## src/rtl/ysyx_22040895_memarb.sv

```systemverilog
// ============================================================================
//  Module   : ysyx_22040895_memarb
//  Brief    : IFU/LSU arbiter for the single memory port, one outstanding
//             transaction, response routing and response timeout.
//             Build option YSYX_22040895_MEMARB_RR_EN selects round-robin.
//  Revision : 1.0
// ============================================================================
`default_nettype none

module ysyx_22040895_memarb #(
    parameter int ADDR_W  = 64,
    parameter int DATA_W  = 64,
    parameter int TIMEOUT = 255
) (
    input  logic                clk,
    input  logic                rst,
    input  logic                ifu_req_valid,
    input  logic [ADDR_W-1:0]   ifu_req_addr,
    output logic                ifu_req_ready,
    output logic                ifu_rsp_valid,
    output logic [DATA_W-1:0]   ifu_rsp_data,
    input  logic                lsu_req_valid,
    input  logic [ADDR_W-1:0]   lsu_req_addr,
    input  logic                lsu_req_wen,
    input  logic [DATA_W-1:0]   lsu_req_wdata,
    input  logic [DATA_W/8-1:0] lsu_req_wmask,
    output logic                lsu_req_ready,
    output logic                lsu_rsp_valid,
    output logic [DATA_W-1:0]   lsu_rsp_data,
    output logic                mem_req_valid,
    output logic [ADDR_W-1:0]   mem_req_addr,
    output logic                mem_req_wen,
    output logic [DATA_W-1:0]   mem_req_wdata,
    output logic [DATA_W/8-1:0] mem_req_wmask,
    input  logic                mem_req_ready,
    input  logic                mem_rsp_valid,
    input  logic [DATA_W-1:0]   mem_rsp_data,
    output logic                owner_o,
    output logic                busy_o,
    output logic                err_o
);

    localparam int               CNT_W     = (TIMEOUT > 0) ? $clog2(TIMEOUT + 1) : 1;
    localparam logic [CNT_W-1:0] c_TIMEOUT = CNT_W'(TIMEOUT);

    typedef enum logic [0:0] {
        IDLE = 1'b0,
        WAIT = 1'b1
    } state_t;

    state_t           r_state;
    logic             r_owner;
    logic             r_last_grant;
    logic [CNT_W-1:0] r_cnt;

    logic w_idle, w_wait, w_sel, w_fire, w_timeout, w_done;

    // Gating with rst keeps every output quiet while reset is held.
    assign w_idle = rst && (r_state == IDLE);
    assign w_wait = rst && (r_state == WAIT);

`ifdef YSYX_22040895_MEMARB_RR_EN
    assign w_sel = (ifu_req_valid && lsu_req_valid) ? ~r_last_grant : lsu_req_valid;
`else
    logic w_unused_last_grant;
    assign w_unused_last_grant = r_last_grant;
    assign w_sel               = lsu_req_valid;
`endif

    assign mem_req_valid = w_idle && (ifu_req_valid || lsu_req_valid);
    assign mem_req_addr  = !w_idle ? '0 : (w_sel ? lsu_req_addr : ifu_req_addr);
    assign mem_req_wen   = w_idle && w_sel && lsu_req_wen;
    assign mem_req_wdata = (w_idle && w_sel) ? lsu_req_wdata : '0;
    assign mem_req_wmask = (w_idle && w_sel) ? lsu_req_wmask : '0;

    assign w_fire        = mem_req_valid && mem_req_ready;
    assign ifu_req_ready = w_fire && !w_sel;
    assign lsu_req_ready = w_fire && w_sel;

    // A real response in the timeout cycle takes precedence over the error.
    assign w_timeout = (TIMEOUT != 0) && w_wait && (r_cnt == c_TIMEOUT) && !mem_rsp_valid;
    assign w_done    = w_wait && (mem_rsp_valid || w_timeout);

    assign ifu_rsp_valid = w_done && !r_owner;
    assign lsu_rsp_valid = w_done && r_owner;
    assign ifu_rsp_data  = (w_wait && mem_rsp_valid && !r_owner) ? mem_rsp_data : '0;
    assign lsu_rsp_data  = (w_wait && mem_rsp_valid && r_owner) ? mem_rsp_data : '0;

    assign owner_o = r_owner;
    assign busy_o  = w_wait;
    assign err_o   = w_timeout;

    always_ff @(posedge clk or negedge rst) begin
        if (!rst) begin
            r_state      <= IDLE;
            r_owner      <= 1'b0;
            r_last_grant <= 1'b0;
            r_cnt        <= '0;
        end else begin
            case (r_state)
                IDLE: begin
                    if (w_fire) begin
                        r_state      <= WAIT;
                        r_owner      <= w_sel;
                        r_last_grant <= w_sel;
                        r_cnt        <= '0;
                    end
                end
                WAIT: begin
                    if (w_done) r_state <= IDLE;
                    else        r_cnt   <= r_cnt + CNT_W'(1);
                end
                default: r_state <= IDLE;
            endcase
        end
    end

endmodule

`default_nettype wire

```

## config.mk

```make
export PLATFORM = sky130hd
export DESIGN_NAME = ysyx_22040895_memarb
export DESIGN_NICKNAME = d
export VERILOG_FILES = /design/src/rtl/ysyx_22040895_memarb.sv
export SDC_FILE = /design/constraint.sdc
export NUM_CORES = 1
export LEC_CHECK = 0
export ABC_AREA = 1
export CAP_MARGIN = 20
export CORE_AREA = 2 2 211 213
export CTS_CLUSTER_SIZE = 30
export DETAILED_ROUTE_END_ITERATION = 7
export DIE_AREA = 0 0 213 215
export SYNTH_ARGS = -nofsm -noshare
export SYNTH_HDL_FRONTEND = slang
export SYNTH_SLANG_ARGS = --single-unit
export TNS_END_PERCENT = 10
```

## constraint.sdc

```tcl
create_clock -name clk -period 2.2 [get_ports clk]
set_clock_uncertainty 0.2 [all_clocks]
set_input_delay 0.33 -clock clk [delete_from_list [all_inputs] [get_ports clk]]
set_output_delay 0.33 -clock clk [all_outputs]
set_load 0.02 [all_outputs]
```

==> results of run 1 <==
==> metrics by stage <==
step / hold slack, ns / power, W
3_3_place_gp: 0.294 / 0.00387
4_1_cts: 0.0429 / 0.00400
6_report: 0.0232 / 0.00390
5_1_grt: 0.0649 / 0.00415
2_1_floorplan: -0.166 / 0.00177
3_5_place_dp: 0.303 / 0.00389
==> cells in the final DEF, fill, tap and decap left out, types with 3 or more instances in the layout <==
| master | count |
|---|---|
| sky130_fd_sc_hd__clkdlybuf4s15_2 | 34 |
| sky130_fd_sc_hd__nor2_1 | 216 |
| sky130_fd_sc_hd__inv_1 | 144 |
| sky130_fd_sc_hd__clkbuf_16 | 3 |
| sky130_fd_sc_hd__inv_2 | 3 |
| sky130_fd_sc_hd__dfrtp_1 | 9 |
| sky130_fd_sc_hd__clkbuf_2 | 89 |
| sky130_fd_sc_hd__buf_12 | 27 |
| sky130_fd_sc_hd__clkdlybuf4s15_1 | 24 |
| sky130_fd_sc_hd__dlygate4sd2_1 | 61 |
| sky130_fd_sc_hd__buf_4 | 62 |
| sky130_fd_sc_hd__clkdlybuf4s50_1 | 268 |
| sky130_fd_sc_hd__a21oi_1 | 55 |
| sky130_fd_sc_hd__nand2_1 | 154 |
| sky130_fd_sc_hd__nand2_4 | 3 |
| sky130_fd_sc_hd__nand3_1 | 10 |
| sky130_fd_sc_hd__a21oi_2 | 12 |
| sky130_fd_sc_hd__diode_2 | 8 |
| sky130_fd_sc_hd__nand2_2 | 4 |
| sky130_fd_sc_hd__buf_2 | 27 |
==> cell families after synthesis <==
kind of cell,Yosys count,synth area share (%)
AOI/OAI and AO/OA,71,11.9
xor gates and xnor gates,1,0.289
adders and majority gates,1,0.412
buffers and inverters,190,27.9
DFF,10,8.25
and+or+nand+nor,394,51.2
==> synth_stat cells, drive strengths merged <==
cell | number | area (sq um)
o21ai | 3 | 18.8
nor2 | 219 | 827
buf | 39 | 279
a31oi | 1 | 6.26
a21oi | 67 | 335
xnor2 | 1 | 8.76
clkinv | 1 | 5.00
nand2 | 161 | 634
clkbuf | 3 | 11.3
ha | 1 | 12.5
dfrtp | 10 | 250
inv | 147 | 552
nand3 | 14 | 92.6
==> critical path: stages <==
cell and delay (ns):
sky130_fd_sc_hd__clkdlybuf4s50_1 0.49, sky130_fd_sc_hd__nand2_2 0.09, sky130_fd_sc_hd__clkinv_4 0.07, sky130_fd_sc_hd__nand2_4 0.08, sky130_fd_sc_hd__buf_12 0.18, sky130_fd_sc_hd__nor2_1 0.11
sky130_fd_sc_hd__clkdlybuf4s15_2 0.28
==> area by class of cell <==
class,instances,area [sq um],share of cell area (%)
tap,592,741,8.15
inverter,148,561,6.17
timing repair buffer,593,5440,59.8
multi-input combinational,467,2000,22.0
antenna,8,20.0,0.220
clock buffer,3,75.1,0.826
sequential,10,251,2.77
==> where the power goes <==
group          internal [W]  total (W)  switching, W
combinational       0.00148    0.00330       0.00182
sequential         0.000231   0.000283     0.0000521
clock              0.000235   0.000315     0.0000798
total               0.00195    0.00390       0.00195
==> metal layers <==
metal	vias to the layer above	global-route usage [%]	share of wire, %
met5	-	0	0.099
met4	4	3.89	2.2
met3	28	2.21	8.7
met2	383	20.5	51
met1	2661	11.6	38
li1	3024	-	-
==> sequential cells by signal, summed over array words and instances (netlist names) <==
register	count
r_cnt	8
r_state	1
owner_o	1
==> worst paths after layout <==
kind,cells after the start,to,slack (ns)
worst max-delay path,7,ifu_rsp_data[23],0.01
worst min-delay path,2,r_cnt[4],0.02
worst max register to register,8,r_cnt[2],0.54
worst min register to register,2,r_cnt[7],0.31
max in group asynchronous,2,r_state,1.62
min in group clk,2,r_cnt[7],0.31
==> timing repair <==
item / 4_1_cts / 5_1_grt
resized for setup: 410 / 194
cloned: 0 / 0
setup endpoints to repair: 269 / 206
pin swaps: 0 / 0
buffers inserted: 0 / 0
==> summary.log, run 1 <==
INFO  final_layout   final_layout_size_suffix_gt1_share=22.5%
INFO  floorplanning  pin_count=544
INFO  setup_path     cp_data_required_time=1.67ns
INFO  global_route   grt_pass1_vias=5,969
INFO  synth          synth.yosys.seq_area_share=8.25%
INFO  final_layout   fillers=5,038
INFO  floorplanning  fp-row-count=77
INFO  run_status     status=finished clean
INFO  placed_design  total_placed_cells_including_tap_cells=1,810
INFO  floorplanning  initial_core_util=6.95%
INFO  clock_tree     cts-buffers-inserted=3
INFO  global_route   grt.total_usage=10.8%
INFO  setup_path     critical_path.max_fanout=39
INFO  floorplanning  die_h=215microns
INFO  final_layout   layout.core_utilization=20.8%
INFO  setup_path     critical_path.reg2reg.startpoint=r_cnt[0]
INFO  min_path       worst_hold_path_type=in -> async
INFO  timing         timing.final.setup_violations=0
INFO  synth          postSynthCellCount=667
INFO  timing         final.min_clock_period=2.19ns
INFO  setup_path     worstSetupStartpoint=mem_rsp_valid
INFO  placed_design  post_dp_cell_area=9540squm
INFO  global_route   gr-total-overflow=0
INFO  global_route   grt_antenna_before_repair=10
INFO  clock_tree     cts_max_level=1
INFO  timing         final-hold-violation-count=0
INFO  final_layout   finalNetCount=1,495
INFO  timing         timing.max_slew.rel_slack=77.6%
INFO  final_layout   stdcell_count=1,821
INFO  timing         max_freq=457MHz
INFO  placed_design  routabilityCongestion=0.818
INFO  synth          yosys_warnings=0
INFO  job            maxCapViolations=0
INFO  power          peakVddDrop=244uV
INFO  clock_tree     cts-root-to-sink-buffers=2
INFO  global_route   grt_max_degree=46
INFO  timing         setup_tns=0ns
INFO  drt            drc=0
INFO  timing         drv_slew=0
INFO  clock_tree     clkLatencyLatePin=0.23ns
INFO  synth          synth_area=3030squm
INFO  global_route   first_pass_grt_wire_length=36,600microns
INFO  final_layout   final_design_area_no_fill=9090squm
INFO  clock_tree     clock_root_buffer=sky130_fd_sc_hd__clkbuf_16
INFO  setup_path     setup.worst_path.end_class=output pin
INFO  floorplanning  die_width=213microns
INFO  drt            final_ant_viol_nets=0
INFO  timing         rsz0062_at_grt=true
INFO  synth          synth.net_count=939
INFO  setup_path     timing.setup.critical_path_class=in -> out
INFO  drt            via_count=6,100
INFO  placed_design  io_buffer_count=543
INFO  power          pwr_density_cell=429nW/um^2
INFO  placed_design  pre_cts_ws=-0.548ns
INFO  placed_design  hpwlAfterDp=24,800microns
INFO  drt            totalWireLength=27,200microns
INFO  drt            post_dr_wirelength_cell=14.9microns
INFO  timing         tightest_slew=0.337ns
INFO  floorplanning  floorplan.core_area=43,600squm
INFO  synth          postSynthAreaPerCell=4.55squm
INFO  synth          synth_cell_type_count=22
INFO  drt            initialDrtViolationCount=160
INFO  setup_path     setup.worst_path.start_class=input port
INFO  synth          postSynthRegisterBits=10
INFO  drt            route.detailed.vias_per_inst=3.35
INFO  setup_path     data_arrival_critical_path=1.66ns
INFO  clock_tree     cts_hold_buffers=0
INFO  clock_tree     cts_tree=done
INFO  final_layout   area.growth.synth_to_final=200%
INFO  clock_tree     clock_sinks=10
INFO  clock_tree     clock_transition_at_the_registers_of_the_reported_paths=0.04ns
INFO  timing         fin_ws=0.0111ns
INFO  drt            detail_route.first_pass.iterations=4
INFO  timing         timing.final.crit_share=99.5%
INFO  floorplanning  design.die.area=45,800squm
INFO  power          leakagePower=4.81nW
(Power assumes the default switching activity.)
==> inputs of run 2 (changes only) <==
--- a/config.mk
+++ b/config.mk
@@ -8,6 +8,7 @@
 export ABC_AREA = 1
 export CAP_MARGIN = 20
 export CORE_AREA = 2 2 211 213
+export CTS_BUF_LIST = sky130_fd_sc_hd__clkbuf_8
 export CTS_CLUSTER_SIZE = 30
 export DETAILED_ROUTE_END_ITERATION = 7
 export DIE_AREA = 0 0 213 215
==> run 2 against run 1 <==
Net effect: hold slack better by 0.00058 ns; first-iteration DRC count up 24%; largest power group unchanged; critical path depth down 2; highest routed layer unchanged; cell count up 0.11%; count of clock-buffer cells in the layout unchanged; register-to-register slack worse by 0.02 ns; via count up 0.87%; sequential power about the same; power down 0.64%; largest cell class unchanged; worst setup slack better by 0.0094 ns.
==> summary.log, run 2 (same netlist as run 1, synthesis figures left out) <==
INFO  global_route   grt_antenna_before_repair=10 [unchanged]
INFO  min_path       worst_hold_path_type=in -> async
INFO  clock_tree     cts_hold_buffers=0 [unchanged]
INFO  timing         final-hold-violation-count=0 [unchanged]
INFO  setup_path     crit_path_top_delay_cell=sky130_fd_sc_hd__dfrtp_2
INFO  global_route   grt.total_usage=10.8% [-0.016 points]
INFO  floorplanning  pin_count=544 [unchanged]
INFO  global_route   gr-total-overflow=0 [unchanged]
INFO  setup_path     cp_cell_sequence=inv_2 -> nand3_4 -> buf_12 -> nor2_1 -> dlygate4sd2_1
INFO  setup_path     cp_data_required_time=1.67ns [about the same]
INFO  setup_path     slowest_delay=0.44ns [-0.05 ns]
INFO  final_layout   area.growth.synth_to_final=194%
INFO  global_route   globalRoute.busiestLayer=met2
INFO  drt            route.detailed.vias_per_inst=3.38 [+0.76%]
INFO  drt            post_dr_wirelength_cell=15.5microns [+3.8%]
INFO  clock_tree     clock_root_buffer=sky130_fd_sc_hd__clkbuf_8
INFO  floorplanning  fp-row-count=77 [unchanged]
INFO  power          leakagePower=4.79nW [-0.43%]
INFO  global_route   grt_use_met2=20.5% [unchanged]
INFO  global_route   first_pass_grt_wire_length=36,600microns [-0.13%]
INFO  floorplanning  floorplan.core_area=43,600squm [unchanged]
INFO  clock_tree     clock_sinks=10 [unchanged]
INFO  floorplanning  design.die.area=45,800squm [unchanged]
INFO  final_layout   most_flops_register=r_cnt
INFO  power          power.sequential.fraction=7.3% [about the same]
INFO  final_layout   largest_register_ff_count=8 [unchanged]
INFO  setup_path     setup.worst_path.end_class=output pin
INFO  final_layout   multiInputGateArea=2040squm [+1.9%]
INFO  setup_path     timing.setup.critical_path_class=reg -> out
INFO  drt            via_count=6,153 [+0.87%]
INFO  timing         drv_slew=0 [unchanged]
INFO  floorplanning  die_width=213microns [unchanged]
INFO  global_route   grt.met3_usage=2.22% [+0.015 points]
INFO  final_layout   most-common-layout-cells=sky130_fd_sc_hd__clkdlybuf4s50_1 (267), sky130_fd_sc_hd__nor2_1 (215), sky130_fd_sc_hd__nand2_1 (154), sky130_fd_sc_hd__inv_1 (144), sky130_fd_sc_hd__clkbuf_2 (108)
INFO  power          cell_internal_pwr=0.00185W [-4.9%]
INFO  drt            final_ant_viol_nets=0 [unchanged]
INFO  final_layout   fillers=5,067 [+0.58%]
INFO  drt            detail_route.first_pass.iterations=4 [unchanged]
INFO  global_route   grt_max_degree=46 [unchanged]
INFO  timing         timing.final.setup_violations=0 [unchanged]
INFO  clock_tree     clkLatencyLatePin=0.23ns [about the same]
INFO  placed_design  hpwlAfterDp=24,800microns [unchanged]
INFO  timing         final.min_clock_period=2.18ns [-0.00943 ns]
INFO  setup_path     setup.worst_path.start_class=flip-flop
INFO  timing         tightest_slew=0.335ns [-0.00152 ns]
INFO  floorplanning  die_h=215microns [unchanged]
INFO  placed_design  io_buffer_count=543 [unchanged]
INFO  final_layout   finalNetCount=1,498 [+0.20%]
INFO  placed_design  pre_cts_ws=-0.548ns [unchanged]
INFO  power          net-switching-power=0.00202W [+3.6%]
INFO  floorplanning  initial_core_util=6.95% [unchanged]
INFO  power          peakVddDrop=183uV [-25%]
INFO  drt            totalWireLength=28,200microns [+3.9%]
INFO  power          sw_frac_of_total=52.2% [+2.1 points]
INFO  final_layout   mostFrequentLayoutCell=sky130_fd_sc_hd__clkdlybuf4s50_1
INFO  timing         fin_ws=0.0205ns [+0.00943 ns]
INFO  clock_tree     cts_max_level=1 [unchanged]
INFO  global_route   grt_pass1_vias=5,963 [-0.10%]
INFO  clock_tree     cts_tree=done
INFO  timing         max_freq=459MHz [+0.43%]
INFO  run_status     status=finished clean
INFO  drt            initialDrtViolationCount=199 [+24%]
INFO  power          totalPowerFinal=0.00387W [-0.64%]
INFO  clock_tree     cts-buffers-inserted=3 [unchanged]
INFO  power          pwr_density_cell=435nW/um^2 [+1.3%]
INFO  timing         rsz0062_at_grt=true
INFO  timing         timing.max_slew.rel_slack=77.7% [+0.10 points]
INFO  power          comb_power_share=87.8% [+3.1 points]
INFO  job            maxCapViolations=0 [unchanged]
INFO  placed_design  routabilityCongestion=0.818 [unchanged]
INFO  final_layout   final-seq-area=251squm [unchanged]
INFO  final_layout   final_layout_size_suffix_gt1_share=25.1% [+2.6 points]
INFO  clock_tree     cts-root-to-sink-buffers=2 [unchanged]
INFO  power          power.share.clock=4.8% [-3.3 points]
INFO  drt            drc=0 [unchanged]
INFO  clock_tree     post-cts-setup-buffers=0 [unchanged]
INFO  setup_path     critical_path.max_fanout=15 [-62%]
INFO  global_route   grt_util_met1=11.6% [-0.029 points]
INFO  setup_path     data_arrival_critical_path=1.65ns [about the same]
INFO  clock_tree     clock_transition_at_the_registers_of_the_reported_paths=0.05ns [about the same]
INFO  timing         timing.final.crit_share=99.1% [-0.43 points]
[run 2: final cells by class]
type                    instances  share of cell area [%]
clock buffers                   3                   0.463
flip-flops and latches         10                    2.82
repair buffers                596                    59.0
diodes                          7                   0.197
inverters                     148                    6.29
multi-input cells             467                    22.9
well taps                     592                    8.31
[run 2: metal layers]
layer	vias up	wire length (microns)
met5	-	27
li1	3030	-
met4	4	671
met1	2709	10800
met3	36	2390
met2	374	14400
[run 2: final timing paths]
| kind | startpoint | endpoint | slack (ns) | depth (start not counted) |
|---|---|---|---|---|
| max | r_state | mem_req_wdata[38] | 0.02 | 5 |
| min | rst | r_cnt[7] | 0.02 | 2 |
| max reg2reg | r_state | r_cnt[2] | 0.52 | 8 |
| min reg2reg | r_cnt[7] | r_cnt[7] | 0.31 | 2 |
| max in group asynchronous | rst | r_state | 1.62 | 2 |
| min in group clk | r_cnt[7] | r_cnt[7] | 0.31 | 2 |
[run 2: metrics by stage]
stage / TNS, ns / hold slack, ns / util, % / cells / area [sq um]
after detailed placement: -118.51 / 0.303 / 21.9 / 1810 / 9540
after CTS: -0.0529 / 0.0382 / 21.8 / 1813 / 9520
after global routing: -0.293 / 0.0599 / 20.4 / 1823 / 8910
after global placement: -109.19 / 0.294 / 21.9 / 1810 / 9540
after floorplan: 0 / -0.166 / - / 667 / 3030
final: 0 / 0.0237 / 20.4 / 1823 / 8910
[run 2: power by group through the flow]
stage                     combinational [W]  clock (W)  sequential [W]
after floorplan                     0.00149          0        0.000281
after global placement              0.00359          0        0.000284
after detailed placement            0.00361          0        0.000285
after CTS                           0.00340   0.000194        0.000281
after global routing                0.00362   0.000202        0.000291
final                               0.00340   0.000187        0.000285
[run 2: critical path: cells and delay by family (launching register included)]
| kind | cells | cell delay (ns) |
|---|---|---|
| and+or+nand+nor | 2 | 0.30 |
| DFF | 1 | 0.44 |
| buffers and inverters | 3 | 0.66 |
[run 2: repair_timing]
action	4_1_cts	5_1_grt
setup endpoints to repair	269	213
resized for setup	419	282
gates cloned	0	3
==> inputs of run 3 (changes only) <==
--- a/config.mk
+++ b/config.mk
@@ -7,11 +7,12 @@
 export LEC_CHECK = 0
 export ABC_AREA = 1
 export CAP_MARGIN = 20
-export CORE_AREA = 2 2 211 213
+export CORE_AREA = 2 2 214 216
 export CTS_BUF_LIST = sky130_fd_sc_hd__clkbuf_8
 export CTS_CLUSTER_SIZE = 30
 export DETAILED_ROUTE_END_ITERATION = 7
-export DIE_AREA = 0 0 213 215
+export DIE_AREA = 0 0 216 218
+export SKIP_LAST_GASP = 1
 export SYNTH_ARGS = -nofsm -noshare
 export SYNTH_HDL_FRONTEND = slang
 export SYNTH_SLANG_ARGS = --single-unit
==> constraint.sdc (replaced) <==
create_clock -name clk -period 2.1 [get_ports clk]
set_clock_uncertainty 0.2 [all_clocks]
set_input_delay 0.315 -clock clk [delete_from_list [all_inputs] [get_ports clk]]
set_output_delay 0.315 -clock clk [all_outputs]
set_load 0.02 [all_outputs]
==> run 3 against run 2 <==
Net effect: the flow now finishes with violations (setup timing); die area increased by 2.8%; largest power group unchanged; sequential power is 12% higher; largest cell class unchanged; worst setup slack lost 0.17 ns.
==> summary.log, run 3 (same netlist as run 1, synthesis figures left out) <==
INFO  run_status     status=finished, violations left
INFO  run_status     violations=setup timing
INFO  setup_path     crit_path_top_delay_cell=sky130_fd_sc_hd__dfrtp_1
INFO  global_route   first_pass_grt_wire_length=38,000microns [+3.8%]
INFO  floorplanning  pin_count=544 [unchanged]
INFO  drt            route.detailed.vias_per_inst=3.41 [+1.1%]
INFO  final_layout   final_design_area_no_fill=9690squm [+8.7%]
INFO  timing         timing.max_slew.rel_slack=74.3% [-3.4 points]
INFO  clock_tree     cts-buffers-inserted=3 [unchanged]
INFO  floorplanning  die_h=218microns [+1.4%]
INFO  timing         final-hold-violation-count=0 [unchanged]
INFO  clock_tree     cts-root-to-sink-buffers=2 [unchanged]
INFO  setup_path     cp_cell_sequence=buf_4 -> inv_6 -> nand3_2 -> buf_12 -> nor2_1 -> dlygate4sd2_1
INFO  drt            final_ant_viol_nets=0 [unchanged]
INFO  final_layout   final_layout_size_suffix_gt1_share=24.1% [-0.94 points]
INFO  global_route   grt_pass1_vias=6,043 [+1.3%]
INFO  timing         drv_slew=0 [unchanged]
INFO  timing         timing.final.setup_violations=200 [+200]
INFO  placed_design  routabilityCongestion=0.924 [+13%]
INFO  power          pwr_density_cell=450nW/um^2 [+3.6%]
INFO  placed_design  io_buffer_count=543 [unchanged]
INFO  clock_tree     clock_root_buffer=sky130_fd_sc_hd__clkbuf_8
INFO  global_route   grt_antenna_before_repair=10 [unchanged]
INFO  global_route   grt_max_degree=74 [+61%]
INFO  final_layout   largest_register_ff_count=8 [unchanged]
INFO  clock_tree     cts_max_level=1 [unchanged]
INFO  placed_design  hpwlAfterDp=25,100microns [+1.1%]
INFO  power          totalPowerFinal=0.00436W [+13%]
INFO  setup_path     critical_path.max_fanout=73 [+58]
INFO  setup_path     timing.setup.critical_path_class=reg -> out
INFO  min_path       worst_hold_path_type=in -> async
INFO  timing         timing.final.crit_share=107%
INFO  floorplanning  die_width=216microns [+1.4%]
INFO  setup_path     setup.worst_path.start_class=flip-flop
INFO  final_layout   fillers=5,047 [-0.39%]
INFO  timing         final.min_clock_period=2.25ns
INFO  setup_path     slowest_delay=0.40ns [-0.04 ns]
INFO  drt            post_dr_wirelength_cell=15.7microns [+1.4%]
INFO  drt            initialDrtViolationCount=232 [+17%]
INFO  clock_tree     clock_transition_at_the_registers_of_the_reported_paths=0.04ns [about the same]
INFO  placed_design  post_dp_cell_area=9570squm [+0.31%]
INFO  clock_tree     clkLatencyLatePin=0.24ns [about the same]
INFO  drt            via_count=6,245 [+1.5%]
INFO  timing         tightest_slew=0.386ns [+0.0507 ns]
INFO  power          peakVddDrop=211uV [+15%]
INFO  global_route   grt.total_usage=10.8% [+0.046 points]
INFO  timing         fin_ws=-0.146ns [-0.167 ns]
INFO  drt            drc=0 [unchanged]
INFO  clock_tree     cts_hold_buffers=0 [unchanged]
INFO  setup_path     cp_data_required_time=1.58ns [-0.09 ns]
INFO  timing         rsz0062_at_grt=true
INFO  timing         max_freq=445MHz
INFO  clock_tree     clock_sinks=10 [unchanged]
INFO  job            maxCapViolations=0 [unchanged]
INFO  floorplanning  design.die.area=47,100squm [+2.8%]
INFO  final_layout   most-common-layout-cells=sky130_fd_sc_hd__clkdlybuf4s50_1 (269), sky130_fd_sc_hd__nor2_1 (207), sky130_fd_sc_hd__nand2_1 (154), sky130_fd_sc_hd__inv_1 (144), sky130_fd_sc_hd__clkdlybuf4s15_2 (76)
INFO  drt            totalWireLength=28,800microns [+1.8%]
INFO  final_layout   mostFrequentLayoutCell=sky130_fd_sc_hd__clkdlybuf4s50_1
INFO  floorplanning  initial_core_util=6.76% [-0.19 points]
INFO  placed_design  total_placed_cells_including_tap_cells=1,821 [+0.61%]
INFO  final_layout   finalNetCount=1,504 [+0.40%]
INFO  final_layout   area.growth.synth_to_final=220%
INFO  global_route   gr-total-overflow=0 [unchanged]
INFO  power          leakagePower=4.91nW [+2.7%]
INFO  drt            detail_route.first_pass.iterations=4 [unchanged]
INFO  clock_tree     cts_tree=done
INFO  floorplanning  fp-row-count=78 [+1.3%]
INFO  floorplanning  floorplan.core_area=44,900squm [+2.9%]
INFO  setup_path     data_arrival_critical_path=1.73ns [+0.08 ns]
INFO  setup_path     crit_buf_inv=4 [+1]
INFO  final_layout   antenna-diode-count=0 [-7]
INFO  timing         worst_hold_slack=0.129ns [+0.105 ns]
INFO  final_layout   most_flops_register=r_cnt
INFO  final_layout   stdcell_count=1,830 [+0.38%]
INFO  setup_path     setup.worst_path.end_class=output pin
INFO  setup_path     critPathTopFamily=buffers and inverters
==> run 3: cell types whose count changed in the layout (fill, tap and decap cells not counted), moves of 7 or more <==
| cell | delta |
|---|---|
| sky130_fd_sc_hd__nor2_1 | -8 |
| sky130_fd_sc_hd__buf_6 | +9 |
| sky130_fd_sc_hd__buf_4 | +9 |
| sky130_fd_sc_hd__diode_2 | -7 |
| sky130_fd_sc_hd__clkdlybuf4s15_2 | +68 |
| sky130_fd_sc_hd__dlygate4sd2_1 | +39 |
| sky130_fd_sc_hd__clkbuf_2 | -90 |
| sky130_fd_sc_hd__buf_2 | -24 |
| sky130_fd_sc_hd__clkdlybuf4s15_1 | -11 |
==> run 3: routing by layer <==
layer | vias up | GRT usage, % | share of wire [%]
met1 | 2755 | 12.1 | 37
met2 | 397 | 20.5 | 51
met3 | 51 | 2.32 | 8.5
met4 | 6 | 3.22 | 2.9
li1 | 3036 | - | -
met5 | - | 0 | 0.14
==> run 3: timing repair <==
item | in CTS | in global routing
setup endpoints to repair | 267 | 267
gates resized for setup | 577 | 85
buffers inserted | 0 | 1
cloned | 2 | 4
pin swaps | 1 | 4
==> run 3: worst register-to-register path: cells and delay by family (launching register included) <==
kind / cells / cell delay [ns]
adder cells (fa/ha/maj): 1 / 0.22
flip-flops: 1 / 0.39
AND/OR/NAND/NOR: 7 / 0.81
==> run 3: worst paths after layout <==
kind | start | to | slack (ns) | cells past startpoint
min in group clk | r_cnt[7] | r_cnt[7] | 0.33 | 2
min | rst | r_cnt[2] | 0.13 | 3
min reg2reg | r_cnt[7] | r_cnt[7] | 0.33 | 2
max reg2reg | r_cnt[0] | r_cnt[6] | 0.37 | 8
max in group asynchronous | rst | owner_o | 1.42 | 3
max | r_state | mem_req_wdata[37] | -0.15 | 6
==> run 3: report_power, final <==
part           total [W]  internal [W]  switching, W  leakage [nW]
Clock           0.000196      0.000125     0.0000711        0.0216
Combinational    0.00385       0.00177       0.00207          4.76
Sequential      0.000319      0.000241     0.0000778         0.133
==> run 3: cell type report <==
cell class              instances  area [sq um]  share of cell area [%]
flip-flops and latches         10           251                    2.59
clock buffers                   3          41.3                   0.426
inverters                     148           566                    5.84
multi-input cells             468          2140                    22.1
well taps                     600           751                    7.75
repair buffers                601          5950                    61.3
==> run 3: through the flow <==
| stage | TNS [ns] | utilization (%) | setup WS, ns |
|---|---|---|---|
| floorplan | 0 | - | 0.133 |
| global placement | -126.26 | 21.3 | -0.679 |
| detailed placement | -128.07 | 21.3 | -0.672 |
| CTS | -21.05 | 21.2 | -0.158 |
| global route | -29.15 | 21.6 | -0.195 |
| finish | -13.64 | 21.6 | -0.146 |
